**src/rtl/bcd_display_driver.sv**
```systemverilog
// bcd_display_driver: iterative double-dabble binary-to-BCD converter driving DIGITS active-low 7-segment glyphs
module bcd_display_driver #(
  parameter int WIDTH  = 32,
  parameter int DIGITS = 8
) (
  input  logic                  i_clk,
  input  logic                  i_rst_n,
  input  logic [WIDTH-1:0]      i_value,
  input  logic                  i_load,
  input  logic                  i_signed_mode,
  input  logic                  i_blank_lz,
  output logic                  o_busy,
  output logic                  o_valid,
  output logic                  o_overflow,
  output logic [7*DIGITS-1:0]   o_d
);
  localparam int BW = 4*DIGITS;
  localparam int CW = $clog2(WIDTH+1);
  localparam logic [6:0] BLANK = 7'b1111111;
  localparam logic [6:0] DASH  = 7'b1111110;
  typedef enum logic [1:0] {IDLE, SHIFT, FORMAT} state_t;
  state_t              r_state, w_state_nxt;
  logic [WIDTH-1:0]    r_mag;
  logic [BW-1:0]       r_bcd, w_adj;
  logic [CW-1:0]       r_cnt;
  logic                r_neg, r_blz, r_sticky, r_valid, r_ovf, w_ovf, w_any;
  logic [7*DIGITS-1:0] r_d, w_frame;
  logic [DIGITS-1:0]   w_show, w_below;
  function automatic logic [6:0] f_seg(input logic [3:0] n);
    case (n)
      4'd0: return 7'b0000001;
      4'd1: return 7'b1001111;
      4'd2: return 7'b0010010;
      4'd3: return 7'b0000110;
      4'd4: return 7'b1001100;
      4'd5: return 7'b0100100;
      4'd6: return 7'b0100000;
      4'd7: return 7'b0001111;
      4'd8: return 7'b0000000;
      4'd9: return 7'b0000100;
      default: return BLANK;
    endcase
  endfunction
  always_comb begin
    w_state_nxt = (r_state == IDLE)  ? (i_load ? SHIFT : IDLE) :
                  (r_state == SHIFT) ? ((r_cnt == CW'(1)) ? FORMAT : SHIFT) : IDLE;
  end
  always_comb begin
    w_adj = r_bcd;
    for (int k = 0; k < DIGITS; k++)
      w_adj[4*k+:4] = (r_bcd[4*k+:4] >= 4'd5) ? r_bcd[4*k+:4] + 4'd3 : r_bcd[4*k+:4];
  end
  // w_show[k]: digit k is at or below the most significant nonzero digit (digit 0 always shown);
  // w_below[k]: digit k sits immediately left of that region, where a minus sign goes
  always_comb begin
    w_ovf   = r_sticky | (r_neg & (|r_bcd[BW-1 -: 4]));
    w_any   = 1'b0;
    w_show  = '0;
    w_frame = '1;
    for (int k = DIGITS-1; k >= 0; k--) begin
      w_any     = w_any | (|r_bcd[4*k+:4]) | (k == 0);
      w_show[k] = w_any;
    end
    w_below = {w_show[DIGITS-2:0], 1'b0} & ~w_show;
    for (int k = 0; k < DIGITS; k++)
      w_frame[7*k+:7] = w_ovf                 ? DASH :
                        !r_blz                ? ((r_neg && k == DIGITS-1) ? DASH : f_seg(r_bcd[4*k+:4])) :
                        w_show[k]             ? f_seg(r_bcd[4*k+:4]) :
                        (r_neg && w_below[k]) ? DASH : BLANK;
  end
  always_ff @(posedge i_clk or negedge i_rst_n) begin
    if (!i_rst_n) begin
      r_state  <= IDLE;
      r_mag    <= '0;
      r_bcd    <= '0;
      r_cnt    <= '0;
      r_neg    <= 1'b0;
      r_blz    <= 1'b0;
      r_sticky <= 1'b0;
      r_valid  <= 1'b0;
      r_ovf    <= 1'b0;
      r_d      <= '1;
    end else begin
      r_state <= w_state_nxt;
      r_valid <= 1'b0;
      if (r_state == IDLE && i_load) begin
        r_mag    <= (i_signed_mode && i_value[WIDTH-1]) ? -i_value : i_value;
        r_neg    <= i_signed_mode & i_value[WIDTH-1];
        r_blz    <= i_blank_lz;
        r_bcd    <= '0;
        r_sticky <= 1'b0;
        r_cnt    <= CW'(WIDTH);
      end
      if (r_state == SHIFT) begin
        {r_bcd, r_mag} <= {w_adj[BW-2:0], r_mag, 1'b0};
        r_sticky       <= r_sticky | w_adj[BW-1];
        r_cnt          <= r_cnt - CW'(1);
      end
      if (r_state == FORMAT) begin
        r_d     <= w_frame;
        r_ovf   <= w_ovf;
        r_valid <= 1'b1;
      end
    end
  end
  assign o_busy     = (r_state != IDLE);
  assign o_valid    = r_valid;
  assign o_overflow = r_ovf;
  assign o_d        = r_d;
endmodule
```
**config.mk**
```make
export PLATFORM = sky130hd
export DESIGN_NAME = bcd_display_driver
export DESIGN_NICKNAME = d
export VERILOG_FILES = /design/src/rtl/bcd_display_driver.sv
export SDC_FILE = /design/constraint.sdc
export NUM_CORES = 1
export LEC_CHECK = 0
export CORE_AREA = 3 3 129 131
export DETAILED_ROUTE_END_ITERATION = 10
export DIE_AREA = 0 0 132 134
export DONT_BUFFER_PORTS = 1
export SLEW_MARGIN = 5
export SYNTH_ARGS = -nofsm -noshare
export SYNTH_HDL_FRONTEND = slang
export SYNTH_SLANG_ARGS = --single-unit
```
**constraint.sdc**
```tcl
create_clock -name i_clk -period 2.3 [get_ports i_clk]
set_input_delay 0.46 -clock i_clk [delete_from_list [all_inputs] [get_ports i_clk]]
set_output_delay 0.46 -clock i_clk [all_outputs]
set_load 0.01 [all_outputs]
```
Yosys cells after proc, flatten, opt, wreduce, memory -nomap -nowiden
Memories as Yosys holds them, arrays and structs flattened.
Index checks and enable logic that the tools add are counted.
Widths: inputs -> output; s select.
Cells by class
  add/sub/neg operators: 10
  order comparisons: 8
  equal/unequal tests: 3
  multiplexer cells: 53
  bitwise gates (word level): 12
  reduce and logical (&&, ||, !) cells: 19
Operators with widths (count)
  $mux 7: 24
  $mux 32: 5
  $add 4x2->4 const B: 8
  $ge 4x3->1 const B: 8
  $mux 4: 8
  $neg 32->32: 1
  $reduce_or 4->1: 7
  $mux 6: 2
  $mux 1: 11
  $logic_and 1x1->1: 9
  $and 8x8->8: 1
  $not 8->8: 1
  $or 1x1->1: 8
  $eq 6x1->1 const B: 1
  $mux 2: 3
  $sub 6x1->6 const B: 1
  $reduce_bool 2->1: 2
  $and 1x1->1: 2
  $eq 2x1->1 const B: 1
  $eq 2x2->1 const B: 1
  $logic_not 2->1: 1
Storage, ports and cells
  flip-flop bits (word level): 133
  ROM bits: 1792
  output and inout bits: 59
  word-level logic and storage cells: 131
  memories: 16
Memories
  (no name shown): words 16, bits a word 7, rd ports 1, clocked after Yosys merged registers in 0, write ports 0, line 30  | case (n)
  (no name shown): words 16, bits a word 7, rd ports 1, clocked after Yosys merged registers in 0, write ports 0, line 30
  (no name shown): words 16, bits a word 7, rd ports 1, clocked after Yosys merged registers in 0, write ports 0, line 30
  (no name shown): words 16, bits a word 7, rd ports 1, clocked after Yosys merged registers in 0, write ports 0, line 30
  (no name shown): words 16, bits a word 7, rd ports 1, clocked after Yosys merged registers in 0, write ports 0, line 30
  (no name shown): words 16, bits a word 7, rd ports 1, clocked after Yosys merged registers in 0, write ports 0, line 30
  10 more memories

Longest topological paths before layout
Gate-level depths: netlist (run 1).
  depth in word-level cells: 14
  mapped depth: 8

Worst setup path after synthesis (run 1)
OpenSTA, ideal clock, no wires.
  path type: reg2reg
  start point: register r_bcd[28]
  end point: register r_d[50], in the netlist o_d[50]
  setup time: 80 ps
  arrival: 1980 ps
  data required time: 2220 ps
  path slack: 240 ps
  stages on the path, launching flop included: 9
  buffers on the path: 1
  cells stage by stage: dfrtp_1 > inv_1 > ha_1 > or3b_1 > a21o_1 > nor2_2 > buf_4 > nand3_1 > o22a_1
Between the ends
  longest elaborated chain between the ends: 4
  elaborated cells on any way between the ends: 9
  those cells by class: mux (4); bitwise (2); reduce/logical (1); memory (2)
RTL lines
  start: declaration: line 24  | logic [BW-1:0] r_bcd, w_adj;
  start signal: assignment: line 95  | {r_bcd, r_mag} <= {w_adj[BW-2:0], r_mag, 1'b0};
  $mem_v2 16x7 or $reduce_or 4->1 (tied branches)
  $mux 7 (tied with other cells): line 67  | !r_blz ? ((r_neg && k == DIGITS-1) ? DASH : f_seg(r_bcd[4*k+:4])) :
  $mux 7 or $or 1x1->1 (tied branches): line 67, 56
  $mux 7 (*): line 66  | w_frame[7*k+:7] = w_ovf ? DASH :
  end signal: assignment: line 100  | r_d <= w_frame;
  end: declaration: line 27  | logic [7*DIGITS-1:0] r_d, w_frame;
Every way passes the cells marked *; elsewhere a longest branch is shown, timed or not.
A chain may end at the register's enable or synchronous reset.

Worst setup path after layout (run 1)
  start point: register r_bcd[29]
  end point: register r_d[12], in the netlist o_d[12]
Between the ends
  longest elaborated chain between the ends: 10
  elaborated cells on any way between the ends: 12
  those cells by class: mux (3); bitwise (8); reduce/logical (1)
RTL lines
  $reduce_or 4->1 (*): line 56, 61
  $or 1x1->1 (6 in series): line 61  | w_any = w_any | (|r_bcd[4*k+:4]) | (k == 0);
  $mux 7: line 68  | w_show[k] ? f_seg(r_bcd[4*k+:4]) :
  $mux 7: line 67
  $mux 7 (*): line 66
Marked as above.

==> results of run 1 <==
[stage by stage]
stage	power (mW)	instance area [sq um]
detailed placement	9.51	8160
finish	12.4	8780
global placement	9.34	8160
CTS	12.4	8780
global route	13.4	8780
floorplan	7.97	7780
[layer usage]
layer	wire length [microns]	GRT usage, %	share of wire, %
met1	8220	27.3	44
met2	9260	36.5	49
met3	987	5.25	5.2
met4	405	8.87	2.1
met5	0	0	0
[state kept, by name, summed over array words and instances, names as in the netlist]
register    cells
r_blz           1
r_sticky        1
o_overflow      1
r_state         2
r_neg           1
r_cnt           6
o_valid         1
r_mag          32
o_d            56
r_bcd          32
[critical path, delay by kind of cell, from the launching register on]
kind                       cells  cell delay [ns]
and+or+nand+nor                3             1.00
AOI/OAI and AO/OA              2             0.40
DFF                            1             0.37
adders and majority gates      1             0.18
buffers and inverters          1             0.10
[synthesized netlist by cell type (3+ instances only)]
master and count:
o21ai_0 95, nor2_1 80, dfrtp_1 77, a21oi_1 68, nand2_1 63, dfstp_2 56
clkbuf_1 46, inv_1 46, ha_1 43, xnor2_1 35, a22oi_1 29, o22a_1 25
o22ai_1 21, a31oi_1 19, nand2b_1 14, nor3_1 11, nand3_1 9, xor2_1 8
a22o_1 7, and2_1 7, nor3b_1 7, o211ai_1 7, or3_1 6, a41oi_1 5
and3_1 5, o31ai_1 5, a211oi_1 4, mux2i_1 4, nand4_1 3, o41ai_1 3
[power groups by stage]
| stage | combinational (mW) | sequential (mW) | clock, mW |
|---|---|---|---|
| after floorplan | 4.04 | 3.93 | 0 |
| after global placement | 5.09 | 4.25 | 0 |
| after detailed placement | 5.22 | 4.29 | 0 |
| after CTS | 5.26 | 4.27 | 2.89 |
| after global routing | 5.97 | 4.40 | 3.01 |
| final | 5.25 | 4.27 | 2.84 |
[what timing repair did]
action	CTS	global route
endpoints found under the hold margin	133	133
gates resized for setup	0	1
setup buffers	0	0
setup endpoints to repair	0	12
[final cells by class]
class / instances / area share [%]
clock buffers: 24 / 5.71
clock inverters: 8 / 1.37
inverters: 48 / 2.05
multi-input cells: 623 / 45.6
flip-flops and latches: 133 / 38.7
well taps: 216 / 3.08
repair buffers: 39 / 3.48
[kinds of logic (layout without fill, tap and decap cells)]
logic type	count (synthesis)	after routing	share of synthesized area (%)
multiplexers	4	4	0.515
AND/OR/NAND/NOR	224	224	14.1
buffers and inverters	101	119	5.10
adder cells (fa/ha/maj)	43	43	6.92
XOR/XNOR	43	43	4.84
flip-flops	133	133	43.7
AO/OA/AOI/OAI	309	309	24.9
[cells in the final DEF, fill, tap and decap left out, drive strengths merged, types with 5 or more instances in the layout]
master	instances
a21oi	69
a22o	7
a22oi	29
a31oi	19
a41oi	5
and2	8
and3	5
buf	39
clkbuf	24
dfrtp	77
dfstp	56
ha	43
inv	47
nand2	63
nand2b	14
nand3	10
nor2	81
nor3	12
nor3b	7
nor4	5
o211ai	7
o21ai	97
o22a	25
o22ai	21
o31ai	5
or3	6
xnor2	35
xor2	8
[path summary, 6_finish.rpt]
| check | endpoint | slack, ns | depth (start not counted) |
|---|---|---|---|
| worst max-delay path | o_d[12] | 0.17 | 7 |
| worst min-delay path | r_bcd[15] | -0.26 | 0 |
| worst max register to register | o_d[12] | 0.17 | 7 |
| worst min register to register | r_cnt[4] | 0.48 | 1 |
| max in group asynchronous | o_d[16] | 2.27 | 0 |
| min in group i_clk | r_blz | 0.17 | 2 |
==> flow_summary.yaml, run 1 <==
status:
  outcome: "finished with violations"
  violations: "hold timing"
floorplan:
  start_util_pct: 49.5
  core_area_sq_um: 15700
  dieWidth_microns: 132
  die-area_sq_um: 17700
  die_y_microns: 134
  io_pins: 96
  num_rows: 46
cells_and_area:
  finalNetCount: 942
  regArea_sq_um: 3400
  n_antenna_cell: 0
  finish.utilization_pct: 55.9
  multi_input_area_sq_um: 4010
  fin_cells: 1091
  drive_above_1_share_pct: 16.2
  nFillCells: 1418
  area_delta_synth_final_pct: 12.9
worst_setup_path:
  path_class: "reg2reg"
  path_cells: "inv_1, ha_1, or3b_1, a21oi_2, nand2_1, nor3b_1, a21oi_1"
  max_stage_delay_ns: 0.39
  crit_arrival_ns: 2.47
  cp_data_required_time_ns: 2.64
  crit_start: "r_bcd[29]"
  r2r-start: "r_bcd[29]"
  setup.worst_path.end_class: "register"
  start_kind: "register"
  critPathSlowestCell: "or3b_1"
  path_max_fanout: 8
synth:
  ys_seq_area_share_pct: 43.7
  synthTopCellsByArea: "dfrtp_1 (25%), dfstp_2 (19%), ha_1 (6.9%)"
  synth_ff_type: "dfrtp_1"
  synth_edf_count: 0
  synth.top_cell.area_share_pct: 24.8
  synth.net_count: 937
  synth-seq-cells: 133
  yosysUniqueCellTypes: 63
  synthCells: 857
  async_flop_share_pct: 100
  yosysWarnings: 0
  synth_area_sq_um: 7780
  syn_area_per_cell_sq_um: 9.08
  synth_top_area_cell: "dfrtp_1"
global_route:
  grt_remaining_overflow: 0
  grt_start_max_net_pins: 134
  antenna_found_initial: 0
  grtUsageTotal_pct: 21.8
  grt_pass1_wl_microns: 31200
  grt_pass1_vias: 6252
timing:
  fin_crit_sh_pct: 92.8
  worst_pin_slew_ns: 0.853
  tns_ns: 0
  finalMaxSlewViolations: 0
  fmax_ghz: 0.469
  setup_violations: 0
  layout_setup_ws_ns: 0.167
  slew_headroom_pct: 43.0
  rsz0062_at_grt: "false"
  finalHoldViolCount: 115
  whs_ns: -0.263
  fin_crit_ns: 2.13
  fin_skew_ns: 0.00687
placed_design:
  place.gp.congestion: 0.881
  io_buffers: 0
  dp_hpwl_microns: 13400
  pre_cts_ws_ns: 0.0920
  post-place-cells: 1059
drt:
  first_pass_iters: 5
  wire_per_inst_microns: 17.3
  post-route-drc-count: 0
  drt-total-wl_microns: 18900
  vias: 6372
  via_per_inst: 5.84
  ant_nets: 0
  drt-initial-drc-count: 314
power_and_ir_drop:
  p_per_area_nw_per_um2: 1410
  clockPowerShare_pct: 23.0
  power_leakage_nw: 3.63
  sw_frac_of_total_pct: 39.9
  p_int_mw: 7.43
  power_frac_seq_pct: 34.6
  ir_drop_v: 0.000754
  p_sw_mw: 4.93
  combPwrFrac_pct: 42.5
cts:
  clk_latency_ns: 0.43
  numCtsBuffers: 17
  cts.sink_count: 133
  cts.reportedPaths.clkPinSlew_ns: 0.05
  cts_root_buf: "clkbuf_16"
  clockBufferDepth: 2
  h-tree-depth: 4
  cts_tree: "done"
job:
  maxCapViolCount: 0
hold_path:
  min_path_type: "in2async"
(Power assumes the default switching activity.)
==> run 2, diff against run 1 <==
--- a/config.mk
+++ b/config.mk
@@ -5,10 +5,13 @@
 export SDC_FILE = /design/constraint.sdc
 export NUM_CORES = 1
 export LEC_CHECK = 0
-export CORE_AREA = 3 3 129 131
+export CELL_PAD_IN_SITES_DETAIL_PLACEMENT = 1
+export CELL_PAD_IN_SITES_GLOBAL_PLACEMENT = 2
+export CORE_AREA = 3 3 144 146
 export DETAILED_ROUTE_END_ITERATION = 10
-export DIE_AREA = 0 0 132 134
+export DIE_AREA = 0 0 147 149
 export DONT_BUFFER_PORTS = 1
+export PLACE_DENSITY_LB_ADDON = 0.1
 export SLEW_MARGIN = 5
 export SYNTH_ARGS = -nofsm -noshare
 export SYNTH_HDL_FRONTEND = slang
==> flow_summary.yaml, run 2 (synthesis results as in run 1) <==
cells_and_area:
  drive_above_1_share_pct: 16.9
  area_delta_synth_final_pct: 14.3
  multi_input_area_sq_um: 4010
  final_cell_mix: "o21ai_0 (95), nor2_1 (80), dfrtp_1 (77)"
  finalNetCount: 952
  nFillCells: 2284
  largest_register_ffs: 56
  n_antenna_cell: 0
  regArea_sq_um: 3400
  finalInstanceArea_sq_um: 8890
  fin_cells: 1149
  final_common_cell: "o21ai_0"
timing:
  worst_pin_slew_ns: 0.640
  slew_headroom_pct: 57.2
  whs_ns: -0.271
  rsz0062_at_grt: "true"
  fin_crit_sh_pct: 94.6
  setup_violations: 0
  fmax_ghz: 0.460
  finalHoldViolCount: 133
  fin_skew_ns: 0.00845
  finalMaxSlewViolations: 0
  layout_setup_ws_ns: 0.125
  fin_crit_ns: 2.18
floorplan:
  dieWidth_microns: 147
  die-area_sq_um: 21900
  num_rows: 51
  io_pins: 96
  core_area_sq_um: 19500
  start_util_pct: 39.8
  die_y_microns: 149
power_and_ir_drop:
  ir_drop_v: 0.000615
  p_per_area_nw_per_um2: 1410
  power_leakage_nw: 3.66
  combPwrFrac_pct: 44.7
  power_frac_seq_pct: 33.6
  sw_frac_of_total_pct: 41.2
  p_sw_mw: 5.18
  p_int_mw: 7.38
  clockPowerShare_pct: 21.8
  power.total_mw: 12.6
worst_setup_path:
  path_max_fanout: 5
  cp_data_required_time_ns: 2.65
  crit_arrival_ns: 2.52
  path_class: "reg2reg"
  setup.worst_path.end_class: "register"
  ff2ff_path_depth: 8
  start_kind: "register"
drt:
  first_pass_iters: 4
  via_per_inst: 5.62
  wire_per_inst_microns: 19.4
  drt-total-wl_microns: 22300
  post-route-drc-count: 0
  drt-initial-drc-count: 260
  vias: 6453
  ant_nets: 0
cts:
  cts_root_buf: "clkbuf_16"
  cts.reportedPaths.clkPinSlew_ns: 0.06
  cts.sink_count: 133
  clk_latency_ns: 0.43
  h-tree-depth: 4
  cts_tree: "done"
  numCtsBuffers: 17
  clockBufferDepth: 2
status:
  outcome: "finished with violations"
  violations: "hold timing"
placed_design:
  placed_area_sq_um: 8290
  dp_hpwl_microns: 16000
  pre_cts_ws_ns: 0.00775
  io_buffers: 0
  place.gp.congestion: 0.838
  post-place-cells: 1118
job:
  maxCapViolCount: 0
global_route:
  met2_usage_pct: 38.4
  grtUsageTotal_pct: 20.9
  busiest_layer: "met2"
  grt_start_max_net_pins: 134
  grt_remaining_overflow: 0
  grt_pass1_wl_microns: 37000
  grt_util_met3_pct: 4.80
  grt_util_met1_pct: 24.8
  antenna_found_initial: 0
  grt_pass1_vias: 7018
hold_path:
  min_path_type: "in2async"
run 2: stage by stage:
stage          TNS (ns)  utilization, %
2_1_floorplan         0               -
5_1_grt        -0.00458            45.5
6_report              0            45.5
3_5_place_dp          0            42.5
3_3_place_gp          0            42.5
4_1_cts               0            45.5
run 2: worst paths after layout:
kind	startpoint	end	slack, ns
max	r_bcd[29]	o_d[8]	0.12
min	i_rst_n	r_bcd[9]	-0.27
max reg2reg	r_bcd[29]	o_d[8]	0.12
min reg2reg	r_cnt[4]	r_cnt[4]	0.48
max in group asynchronous	i_rst_n	o_d[48]	2.35
min in group i_clk	i_value[31]	r_mag[31]	0.17
run 2: cell type report:
class | count | share of cell area, %
multi-input combinational | 623 | 45.2
sequential | 133 | 38.2
clock buffer | 27 | 5.77
timing repair buffer | 49 | 4.28
tap | 265 | 3.73
inverter | 48 | 2.03
clock inverter | 4 | 0.788
run 2: routing by layer:
metal	vias to the layer above	routed length (microns)
li1	3103	-
met1	3237	9650
met2	95	11600
met3	18	820
met4	0	215
met5	-	0
run 2: what timing repair did:
| action | 4_1_cts | 5_1_grt |
|---|---|---|
| endpoints found under the setup margin | 2 | 5 |
| setup buffers | 0 | 0 |
| pin swaps | 0 | 1 |
| hold endpoints to repair | 133 | 133 |
| resized for setup | 1 | 2 |
run 2: power by group through the flow:
stage | registers (mW) | clock network [mW] | logic, mW
finish | 4.22 | 2.74 | 5.61
global route | 4.36 | 2.92 | 6.37
CTS | 4.22 | 2.80 | 5.69
detailed placement | 4.25 | 0 | 5.62
global placement | 4.20 | 0 | 5.39
floorplan | 3.93 | 0 | 4.04
run 2: worst max-delay path, cell delays in order (launching register included):
cell	delay, ns
dfrtp_1	0.38
inv_1	0.11
ha_2	0.20
or3b_1	0.41
a21o_1	0.24
nor2_4	0.22
buf_4	0.18
nand2_1	0.05
o32a_1	0.33
